$ cat src/rtl/shot_responder.sv
// rtl/shot_responder.sv - battleship defender: ship map, shot lookup, hit/miss answer, defeat tracking
module shot_responder #(
    parameter int GRID_SIZE = 10,
    parameter int MAX_CELLS = 20
) (
    input  logic       clk,
    input  logic       rst_n,
    input  logic       clear,
    input  logic       place_en,
    input  logic [7:0] place_pos,
    input  logic       arm,
    input  logic       shot_valid,
    input  logic [7:0] shot_pos,
    output logic       shot_ready,
    output logic       ans_valid,
    output logic       ans_hit,
    output logic       ans_repeat,
    input  logic       ans_ready,
    output logic [6:0] cells_placed,
    output logic [6:0] cells_left,
    output logic       defeat,
    output logic [3:0] state_led
);

    localparam int NCELLS = GRID_SIZE * GRID_SIZE;
    localparam int IDX_W = (NCELLS > 1) ? $clog2(NCELLS) : 1;
    localparam logic [7:0] GS8 = 8'(GRID_SIZE);
    localparam logic [6:0] MAX7 = 7'(MAX_CELLS);

    typedef enum logic [2:0] {
        S_SETUP,
        S_READY,
        S_LOOKUP,
        S_ANSWER,
        S_DEFEAT
    } state_t;

    state_t state, state_nx;

    logic [NCELLS-1:0] ship_map;
    logic [NCELLS-1:0] shot_map;
    logic [7:0]        shot_q;
    logic [IDX_W-1:0]  place_idx;
    logic [IDX_W-1:0]  shot_idx;
    logic              place_ok;
    logic              shot_ok;
    logic              shot_rep;
    logic              shot_hit;

    function automatic logic coord_ok(input logic [7:0] pos);
        return ({4'd0, pos[7:4]} < GS8) && ({4'd0, pos[3:0]} < GS8);
    endfunction

    function automatic logic [IDX_W-1:0] coord_idx(input logic [7:0] pos);
        logic [7:0] full;
        full = {4'd0, pos[7:4]} * GS8 + {4'd0, pos[3:0]};
        return full[IDX_W-1:0];
    endfunction

    // Map reads are only trusted when the coordinate is on the board.
    assign place_idx = coord_idx(place_pos);
    assign shot_idx  = coord_idx(shot_q);
    assign place_ok  = place_en && coord_ok(place_pos) && !ship_map[place_idx]
                       && (cells_placed < MAX7);
    assign shot_ok   = coord_ok(shot_q);
    assign shot_rep  = shot_ok && shot_map[shot_idx];
    assign shot_hit  = shot_ok && ship_map[shot_idx] && !shot_map[shot_idx];
    assign defeat    = (state == S_DEFEAT);

    always_ff @(posedge clk or negedge rst_n) begin
        if (!rst_n) begin
            state <= S_SETUP;
        end else begin
            state <= state_nx;
        end
    end

    always_comb begin
        state_nx   = state;
        shot_ready = 1'b0;
        state_led  = 4'b0000;
        case (state)
            S_SETUP: begin
                state_led = 4'b1000;
                if (arm && cells_placed != 7'd0) state_nx = S_READY;
            end
            S_READY: begin
                state_led  = 4'b0100;
                shot_ready = 1'b1;
                if (shot_valid) state_nx = S_LOOKUP;
            end
            S_LOOKUP: begin
                state_led = 4'b0010;
                state_nx  = S_ANSWER;
            end
            S_ANSWER: begin
                state_led = 4'b0010;
                if (ans_valid && ans_ready)
                    state_nx = (cells_left == 7'd0) ? S_DEFEAT : S_READY;
            end
            S_DEFEAT: begin
                state_led = 4'b0001;
            end
            default: state_nx = S_SETUP;
        endcase
        if (clear) state_nx = S_SETUP;
    end

    always_ff @(posedge clk or negedge rst_n) begin
        if (!rst_n) begin
            ship_map     <= '0;
            shot_map     <= '0;
            shot_q       <= 8'd0;
            cells_placed <= 7'd0;
            cells_left   <= 7'd0;
            ans_valid    <= 1'b0;
            ans_hit      <= 1'b0;
            ans_repeat   <= 1'b0;
        end else if (clear) begin
            ship_map     <= '0;
            shot_map     <= '0;
            shot_q       <= 8'd0;
            cells_placed <= 7'd0;
            cells_left   <= 7'd0;
            ans_valid    <= 1'b0;
            ans_hit      <= 1'b0;
            ans_repeat   <= 1'b0;
        end else begin
            case (state)
                S_SETUP: begin
                    if (place_ok) begin
                        ship_map[place_idx] <= 1'b1;
                        cells_placed        <= cells_placed + 7'd1;
                    end
                    if (arm && cells_placed != 7'd0) cells_left <= cells_placed;
                end
                S_READY: begin
                    if (shot_valid) shot_q <= shot_pos;
                end
                S_LOOKUP: begin
                    ans_hit    <= shot_hit;
                    ans_repeat <= shot_rep;
                    if (shot_ok) shot_map[shot_idx] <= 1'b1;
                    if (shot_hit) cells_left <= cells_left - 7'd1;
                end
                S_ANSWER: begin
                    // First ANSWER edge raises valid; handshake edge drops it and leaves.
                    if (!ans_valid) ans_valid <= 1'b1;
                    else if (ans_ready) ans_valid <= 1'b0;
                end
                default: ;
            endcase
        end
    end

endmodule

$ cat config.mk
export PLATFORM = sky130hd
export DESIGN_NAME = shot_responder
export DESIGN_NICKNAME = d
export VERILOG_FILES = /design/src/rtl/shot_responder.sv
export SDC_FILE = /design/constraint.sdc
export NUM_CORES = 1
export LEC_CHECK = 0
export CAP_MARGIN = 20
export CORE_UTILIZATION = 57
export CTS_BUF_LIST = sky130_fd_sc_hd__clkbuf_4 sky130_fd_sc_hd__clkbuf_8
export CTS_CLUSTER_SIZE = 24
export DETAILED_ROUTE_END_ITERATION = 10
export MAX_ROUTING_LAYER = met4
export PLACE_DENSITY_LB_ADDON = 0.25
export SLEW_MARGIN = 25
export SYNTH_ARGS = -nofsm -noshare
export SYNTH_HDL_FRONTEND = slang
export SYNTH_SLANG_ARGS = --single-unit
export TNS_END_PERCENT = 1
$ cat constraint.sdc
create_clock -name clk -period 3.2 [get_ports clk]
set_input_delay 0.64 -clock clk [delete_from_list [all_inputs] [get_ports clk]]
set_output_delay 0.64 -clock clk [all_outputs]
set_load 0.03 [all_outputs]
-- Word-level counts from Yosys, hierarchy flattened
Index checks and enable logic that the tools add are counted.
- flip-flop bits (word level): 228
- bits in latches: 0
- memory bits (writable): 0
- memory bits (read-only): 0
- input port bits: 23
- output and inout port bits: 23
- word-level logic and storage cells: 108
- memories kept: 0
- $add $sub $neg: 4
- multiply operators: 2
- div/mod/pow operators: 0
- magnitude comparators: 9
- eq/ne operators: 9
- shift-type cells: 0
- multiplexer cells: 42
- bitwise gates (word level): 2
- reduce and logical (&&, ||, !) cells: 31
- operators with widths (kind ; number):
    $mux W100 ; 6
    $or A100 B100 Y100 ; 2
    $mux W7 ; 6
    $mux W8 ; 3
    $bmux W1 S7 ; 3
    $lt A4 B4 Y1 const B ; 4
    $lt A7 B8 Y1 const B ; 2
    $pmux W4 S4 ; 1
    $mux W3 ; 5
    $pmux W3 S5 ; 1
    $add A7 B4 Y7 ; 2
    $demux W1 S7 ; 2
    $ge A7 B1 Y1 const B ; 2
    $mux W1 ; 14
    $pmux W7 S2 ; 1
    $reduce_bool A2 Y1 ; 7
    $logic_and A1 B1 Y1 ; 12
    $mul A4 B3 Y6 const B ; 2
    $ne A3 B3 Y1 const B ; 4
    $add A7 B1 Y7 const B ; 1
    $logic_not A7 Y1 ; 1
    $lt A7 B5 Y1 const B ; 1
    $reduce_bool A7 Y1 ; 1
    $sub A7 B1 Y7 const B ; 1
    other kinds (11) ; 15

-- Logic depth before layout (Yosys ltp)
Gate-level depths: netlist of run 1.
- word-level depth: 10
- mapped depth: 14
- depth with buffers taken out: 12

-- Least setup slack after synthesis of run 1
Ideal clock, no wire load.
- path type: input-to-reg
- from: input place_pos[5]
- to: register ship_map[21]
- library setup time: 0.081 ns
- data arrival time: 3.674 ns
- data required time: 3.119 ns
- path slack: -0.555 ns
- cell stages on the path: 14
- buffers on the path: 2
- path through: ha_1 ha_1 inv_1 fa_1 xnor3_1 a211oi_1 o2111ai_1 nor3b_1 or4b_1 nor4_4 buf_6 nand4_2 buf_6 o22ai_2
- longest elaborated chain between the ends: 10
- elaborated cells on any way between the ends: 21
- classes of those cells: 1 x add/sub; 1 x mul; 3 x order compare; 7 x mux; 1 x bitwise; 8 x reduce/logical
- RTL lines (what ; line ; RTL):
    start, declared ; 10 ; input logic [7:0] place_pos,
    $mul A4 B3 Y6 ; 56 ; full = {4'd0, pos[7:4]} * GS8 + {4'd0, pos[3:0]};
    $add A7 B4 Y7 ; 56 ;
    $lt A7 B8 Y1 (not written as such) / $ge A7 B1 Y1 (equally long branches) ; 132 ; ship_map[place_idx] <= 1'b1;
    $logic_and A1 B1 Y1 (not written as such) ; 132 ;
    $mux W1 (not written as such) ; 132 ;
    $demux W1 S7 ; 132 ;
    $or A100 B100 Y100 (no line) ; - ;
    $mux W100 ; 131 ; if (place_ok) begin
    $mux W100 ; 129 ; case (state)
    $mux W100 ; 119 ; end else if (clear) begin
    end signal, assigned ; 111 ; ship_map <= '0;
    end signal, assigned ; 120 ; ship_map <= '0;
    end signal, assigned by index ; 132 ;
    end, declared ; 40 ; logic [NCELLS-1:0] ship_map;
Parallel ways exist; a longest one is shown, timed or not. The select of a mux whose other input is x is not followed.
A chain may end at the register's enable or synchronous reset.

-- Worst setup path in the final report of run 1
- from: register shot_q[1]
- to: register cells_left[1]
- longest elaborated chain between the ends: 7
- elaborated cells on any way between the ends: 12
- classes of those cells: 1 x add/sub; 1 x order compare; 1 x eq/ne; 4 x mux; 5 x reduce/logical
- RTL lines (what ; line ; RTL):
    start, declared ; 42 ; logic [7:0] shot_q;
    start signal, assigned ; 138 ; if (shot_valid) shot_q <= shot_pos;
    $add A7 B4 Y7 ; 56 ;
    $bmux W1 S7 ; 67 ; assign shot_hit = shot_ok && ship_map[shot_idx] && !shot_map[shot_idx];
    $mux W1 (not written as such) ; 67 ;
    $logic_and A1 B1 Y1 / $logic_not A1 Y1 (equally long branches) ; 67 ;
    $logic_and A1 B1 Y1 (*) ; 67 ;
    $ne A3 B3 Y1 (no line) (*) ; - ;
    $reduce_and A3 Y1 (no line) (*) ; - ;
    end signal, assigned ; 135 ; if (arm && cells_placed != 7'd0) cells_left <= cells_placed;
    end signal, assigned ; 144 ; if (shot_hit) cells_left <= cells_left - 7'd1;
    end, declared ; 20 ; output logic [6:0] cells_left,
Every way passes the cells marked *; elsewhere a longest branch is shown, timed or not. The select of a mux whose other input is x is not followed.

==> out/results.tsv, run 1 <==
stage	metric	value	unit
pwr	Sw Share	28.4	%
timing	Final min period	3580	ps
worst_setup_path	reg2reg end	cells_left[1]	
route	Via Count	10200	
worst_setup_path	worst reg-to-reg path cell count	11	
route	average wire per standard cell	21.4	um
flow_run	MaxCap Viol Count	0	
cells_and_area	design area	15100	um2
pwr	share of power burned in combinational logic	19.9	%
timing	RSZ-0062 raised after global routing	yes	
pwr	internal power	4.99	mW
pwr	Seq pwr share	42.1	%
global_route	initial antenna violation count	0	
worst_setup_path	worst setup path end	cells_left[1]	
worst_setup_path	Data required, critical path	3660	ps
cells_and_area	Final Core Density	71.8	%
worst_setup_path	CP Max Fanout	9	
global_route	largest net degree at the start of global routing	74	
worst_setup_path	Crit. End Element	flop	
logic_synthesis	Yosys reg bits	228	
logic_synthesis	Top FF cell, synth	dfrtp_1	
floorplan	Site Rows	53	
timing	Tightest Pin Transition	1040	ps
clock_network	Clock Sinks	228	
clock_network	clock tree buffer depth	3	
worst_setup_path	reg-to-reg setup timing slack	-380	ps
worst_setup_path	worst endpoint data arrival time	4040	ps
cells_and_area	commonest non-fill, non-tap cells in the layout	dfrtp_1, nor2_1, buf_4	
timing	Worst Skew	14.2	ps
worst_setup_path	critical path class	reg2reg	
logic_synthesis	Syn Nets	1209	
global_route	vias in the first global route	10400	
logic_synthesis	fraction of registers with async set/reset	100	%
timing	Setup-failing EPs final	19	
logic_synthesis	Synth cell types	74	
placed_design	IO Port Bufs	45	
clock_network	CTS Hold Bufs	0	
floorplan	die area	22000	um2
timing	Fin. Hold Viols	0	
floorplan	Initial Utilization	58.0	%
run_status	violated checks	setup timing	
clock_network	CTS tree	yes	
clock_network	CTS root buf	clkbuf_8	
worst_setup_path	worst r2r src	shot_q[1]	
placed_design	gpl congestion	0.951	
clock_network	CTS buffer count	39	
placed_design	pre-CTS setup slack	-1130	ps
pwr	Switch Pwr	1.98	mW
logic_synthesis	synth top area cells	dfrtp_1, mux4_2, a21oi_1, o22ai_1, nor2_1	
timing	ratio of final minimum period to clock period	112	%
route	DRC viols	0	
route	Via density	6.23	
pwr	VDD IR max	0.000342	V
logic_synthesis	share of the synthesized area in the top cell type	46.8	%
logic_synthesis	Post-Syn Area per Cell	10.5	um2
global_route	global route total overflow	0	
timing	Rel. slew slack	30.5	%
global_route	GRT Resource Usage Total	34.2	%
pwr	Pleak	6.39	nW
route	ANT nets after route	0	
logic_synthesis	Post-synth EDFFs	0	
cells_and_area	number of diodes	0	
timing	Peak Freq	279	MHz
worst_setup_path	crit path cell chain	ha_2 > fa_2 > buf_12 > mux4_2 > mux4_2 > mux2i_1 > o22a_2 > a21oi_2 > buf_6 > or3_4 > a21oi_2	
route	DR pass1 iterations	7	
worst_setup_path	startpoint types	flop	
global_route	first-pass GRT wire length	55800	um
cells_and_area	layout cells sized above 1	28.9	%
route	DRT iter0 DRCs	862	
worst_hold_path	Hold/Removal Path Class	in2async	
pwr	Pwr Density	462	nW/um2
floorplan	Die X	148	um
floorplan	Ports	46	
worst_setup_path	Slowest Stage Delay on Critical Path	560	ps
placed_design	Post-DP Area	14000	um2
pwr	Clk pwr share	38.0	%
cells_and_area	most common cell after layout, fill and taps aside	dfrtp_1	
timing	TNS Setup	-2700	ps
run_status	run status	finished, violations left	
logic_synthesis	Syn. warnings	0	
cells_and_area	Synth-to-Final Area Change	23.6	%
placed_design	post-DP HPWL	23400	um
floorplan	core area	21000	um2
cells_and_area	Nets	1382	
timing	PnR worst setup slack	-381	ps
clock_network	H-Tree Depth	2	
clock_network	Reg clk slew, reported paths	50	ps
clock_network	Worst-Skew Late Latency	540	ps
logic_synthesis	sequential share of the synthesized area	46.8	%
timing	max-slew violations	0	
logic_synthesis	mapped cell area	12200	um2
route	total wire length	35000	um
floorplan	Chip Height	148	um
logic_synthesis	largest area contributor in the netlist	dfrtp_1	
logic_synthesis	Cells after Synth	1165	
worst_setup_path	Critical Path Source	shot_q[1]	
worst_setup_path	slowest cell on the critical path	fa_2	
final cells by class:
cell class	count	area, um2
multi-input combinational	743	6000
fill	1479	5940
sequential	228	5710
timing repair buffer	208	1830
clock buffer	57	709
inverter	118	443
tap	275	344
clock inverter	5	52.6
sequential cells by signal, indices dropped and copies added (netlist names):
| signal | flops |
|---|---|
| shot_map | 100 |
| ans_hit | 1 |
| state | 3 |
| shot_q | 8 |
| ans_valid | 1 |
| ans_repeat | 1 |
| cells_left | 7 |
| cells_placed | 7 |
| ship_map | 100 |
through the flow:
step,hold WS (ps),power [mW],std cells
after floorplan,344,3.67,1165
after global placement,469,4.24,1563
after detailed placement,478,4.26,1563
after CTS,87.7,6.95,1633
after global routing,86.1,7.21,1634
final,67.9,6.97,1634
routing by layer:
layer | up-vias | part of all wire [%] | track usage [%]
li1 | 4531 | - | -
met1 | 5065 | 41 | 45.3
met2 | 482 | 46 | 50.7
met3 | 98 | 8.8 | 9.17
met4 | 0 | 3.6 | 12.5
met5 | - | 0 | -
worst min-delay path by stage:
| stage | end | slack (ps) | cells past startpoint |
|---|---|---|---|
| floorplan | ans_hit | 340 | 0 |
| global placement | shot_map[3] | 470 | 2 |
| detailed placement | shot_map[62] | 480 | 2 |
| CTS | shot_map[24] | 90 | 1 |
| global route | shot_map[24] | 90 | 1 |
| finish | shot_map[29] | 70 | 1 |
cell usage after synthesis, types with 10 or more instances:
library cell / number
nand2_1: 53
nor3_1: 15
o22ai_1: 91
nor2_1: 145
nand2b_1: 11
mux4_2: 68
ha_1: 17
clkbuf_1: 45
inv_1: 116
nand3_1: 10
dfrtp_1: 228
o22ai_2: 10
mux2_2: 10
buf_2: 19
o21ai_0: 13
a21oi_1: 128
xnor2_1: 10
or2_2: 13
mux2i_1: 20
power groups by stage:
stage | Sequential [mW] | Combinational [mW] | Clock (mW)
floorplan | 2.98 | 0.684 | 0
global placement | 2.98 | 1.26 | 0
detailed placement | 2.99 | 1.27 | 0
CTS | 2.94 | 1.34 | 2.68
global route | 2.94 | 1.47 | 2.80
finish | 2.94 | 1.39 | 2.65
kinds of logic (layout without fill, tap and decap cells):
logic type	Yosys count	after routing	share of synthesized area (%)
mux	99	99	15.2
simple gates	298	300	11.6
fa+ha+maj	21	21	2.40
flops	228	228	46.8
compound gates	307	307	15.9
xor+xnor	16	16	1.26
buf+inv	196	388	6.87
critical path, delay by kind of cell, from the launching register on:
kind | cells | cell delay [ps]
DFF | 1 | 400
adders and majority gates | 2 | 770
buffers and inverters | 2 | 300
muxes | 3 | 1200
and+or+nand+nor | 1 | 360
AOI/OAI and AO/OA | 3 | 450
what timing repair did:
action                                 in CTS  in global routing
endpoints found under the hold margin       0                  0
resized for setup                          43                 23
gates cloned                                3                  0
pin swaps                                  14                  7
setup endpoints to repair                 114                135
setup buffers                               5                  1
No activity file was read; power rests on OpenSTA's default activity.
==> inputs of run 2 (changes only) <==
--- a/config.mk
+++ b/config.mk
@@ -5,7 +5,6 @@
 export SDC_FILE = /design/constraint.sdc
 export NUM_CORES = 1
 export LEC_CHECK = 0
-export CAP_MARGIN = 20
 export CORE_UTILIZATION = 57
 export CTS_BUF_LIST = sky130_fd_sc_hd__clkbuf_4 sky130_fd_sc_hd__clkbuf_8
 export CTS_CLUSTER_SIZE = 24
==> results of run 2 <==
Final layout, timing and power as in run 1 (identical DEF).
==> inputs of run 3 (changes only) <==
--- a/config.mk
+++ b/config.mk
@@ -5,9 +5,9 @@
 export SDC_FILE = /design/constraint.sdc
 export NUM_CORES = 1
 export LEC_CHECK = 0
+export ABC_CLOCK_PERIOD_IN_PS = 3200
 export CORE_UTILIZATION = 57
 export CTS_BUF_LIST = sky130_fd_sc_hd__clkbuf_4 sky130_fd_sc_hd__clkbuf_8
-export CTS_CLUSTER_SIZE = 24
 export DETAILED_ROUTE_END_ITERATION = 10
 export MAX_ROUTING_LAYER = met4
 export PLACE_DENSITY_LB_ADDON = 0.25
==> run 3 against run 2 <==
  * The flow still finishes with violations (setup timing)
  * Wire length grew 1.5%
  * Hold slack worse by 30 ps
  * Fmax is 0.39% lower
  * Cell area grew 0.83%
  * Combinational power barely moved
  * First-iteration DRC count is 12% higher
  * Sequential power about the same
  * Via count increased by 1.4%
  * Global-route usage down 0.21 points
  * Register-to-register slack about the same
  * Cell count rose by 0.55%
  * Highest routed layer unchanged
==> out/results.tsv, run 3 (same netlist as run 1, synthesis figures left out) <==
stage	metric	value	unit
timing	ratio of final minimum period to clock period	112	%
worst_setup_path	CP Max Fanout	6	
cells_and_area	number of diodes	0	
route	ANT nets after route	0	
cells_and_area	non-filler instance count after layout	1643	
clock_network	CTS root buf	clkbuf_8	
worst_hold_path	Hold/Removal Path Class	in2async	
route	Via Count	10300	
clock_network	CTS buffer count	39	
timing	worst hold slack	38.3	ps
clock_network	Clock Sinks	228	
cells_and_area	commonest non-fill, non-tap cells in the layout	dfrtp_1, buf_4, nor2_1	
placed_design	IO Port Bufs	45	
timing	max-slew violations	0	
placed_design	Post-DP Area	14000	um2
timing	Final min period	3600	ps
floorplan	Chip Height	148	um
route	Via density	6.28	
worst_setup_path	critical path class	reg2reg	
timing	Setup-failing EPs final	14	
timing	TNS Setup	-2790	ps
clock_network	clock tree buffer depth	3	
floorplan	Initial Utilization	58.0	%
timing	Tightest Pin Transition	974	ps
worst_setup_path	Slowest Stage Delay on Critical Path	610	ps
placed_design	Cells after DPL	1563	
timing	RSZ-0062 raised after global routing	yes	
route	average wire per standard cell	21.6	um
pwr	Power Total	6.95	mW
timing	Worst Skew	43.2	ps
timing	PnR worst setup slack	-395	ps
route	total wire length	35600	um
run_status	violated checks	setup timing	
cells_and_area	Nets	1390	
clock_network	H-Tree Depth	2	
floorplan	core area	21000	um2
global_route	largest net degree at the start of global routing	74	
flow_run	MaxCap Viol Count	0	
clock_network	CTS Hold Bufs	0	
pwr	Pwr Density	457	nW/um2
cells_and_area	layout cells sized above 1	30.0	%
pwr	VDD IR max	0.000424	V
floorplan	Ports	46	
global_route	GRT busiest layer	met2	
timing	Peak Freq	278	MHz
cells_and_area	Final Core Density	72.4	%
worst_setup_path	worst endpoint data arrival time	4010	ps
placed_design	gpl congestion	0.951	
placed_design	pre-CTS setup slack	-1130	ps
timing	Fin. Hold Viols	0	
cells_and_area	Synth-to-Final Area Change	24.7	%
run_status	run status	finished, violations left	
route	DRC viols	0	
timing	Rel. slew slack	34.9	%
route	DR pass1 iterations	6	
worst_setup_path	Data required, critical path	3620	ps
global_route	GRT Resource Usage Total	33.9	%
global_route	grt met1 use	46.2	%
floorplan	Die X	148	um
worst_setup_path	Crit. End Element	flop	
floorplan	Site Rows	53	
clock_network	Reg clk slew, reported paths	60	ps
worst_setup_path	startpoint types	flop	
worst_setup_path	reg-to-reg setup timing slack	-400	ps
clock_network	CTS tree	yes	
cells_and_area	Top Registers	ship_map x100, shot_map x100, shot_q x8	
worst_setup_path	slowest cell on the critical path	fa_2	
global_route	met2 Use GR	50.2	%
route	DRT iter0 DRCs	969	
cells_and_area	design area	15200	um2
pwr	Pleak	6.44	nW
global_route	global route total overflow	0	
global_route	initial antenna violation count	0	
cells_and_area	most common cell after layout, fill and taps aside	dfrtp_1	
floorplan	die area	22000	um2
placed_design	post-DP HPWL	23400	um
worst_setup_path	most numerous cell on the critical path	mux4_2	
worst_setup_path	crit path cell chain	ha_2 > fa_2 > buf_12 > mux4_2 > mux4_2 > mux2i_1 > o22a_2 > a21oi_4 > buf_2 > buf_4 > nor3_1 > o32ai_1	
global_route	vias in the first global route	10400	
global_route	first-pass GRT wire length	55600	um
global_route	met3 GRT Util	6.90	%
clock_network	Worst-Skew Late Latency	560	ps
[run 3: metal layers]
| layer | wire length, um | share of wire, % | vias to the layer above |
|---|---|---|---|
| met4 | 1260 | 3.5 | 0 |
| li1 | - | - | 4561 |
| met1 | 14400 | 41 | 5132 |
| met3 | 3410 | 9.6 | 106 |
| met5 | 0 | 0 | - |
| met2 | 16500 | 46 | 521 |
[run 3: repair_timing]
item                                    in CTS  in global routing
hold endpoints to repair                     0                  0
setup buffers                                6                  7
endpoints found under the setup margin     114                151
pin swaps                                   21                 20
gates cloned                                 3                  1
gates resized for setup                     33                 45
[run 3: power breakdown]
group | internal [mW] | total (mW) | switching [mW]
registers | 2.91 | 2.94 | 0.0282
logic | 0.607 | 1.41 | 0.806
clock network | 1.42 | 2.60 | 1.19
[run 3: layout make-up]
cell class | count | area [um2]
Clock buffer | 57 | 709
Timing Repair Buffer | 216 | 1920
Tap cell | 275 | 344
Clock inverter | 6 | 40.0
Sequential cell | 228 | 5710
Inverter | 118 | 443
Fill cell | 1429 | 5810
Multi-Input combinational cell | 743 | 6050
[run 3: worst max-delay path: cells and delay by family (launching register included)]
kind | cells | cell delay, ps
multiplexers | 3 | 1190
adder cells (fa/ha/maj) | 2 | 820
buffers and inverters | 3 | 490
AO/OA/AOI/OAI | 3 | 410
flip-flops | 1 | 390
AND/OR/NAND/NOR | 1 | 160
[run 3: path summary, 6_finish.rpt]
path | from | to | depth (start not counted)
worst max-delay path | shot_q[4] | cells_left[3] | 12
worst min-delay path | rst_n | shot_map[28] | 1
worst max register to register | shot_q[4] | cells_left[3] | 12
worst min register to register | shot_map[9] | shot_map[9] | 2
max in group asynchronous | rst_n | ship_map[24] | 2
min in group clk | shot_map[9] | shot_map[9] | 2
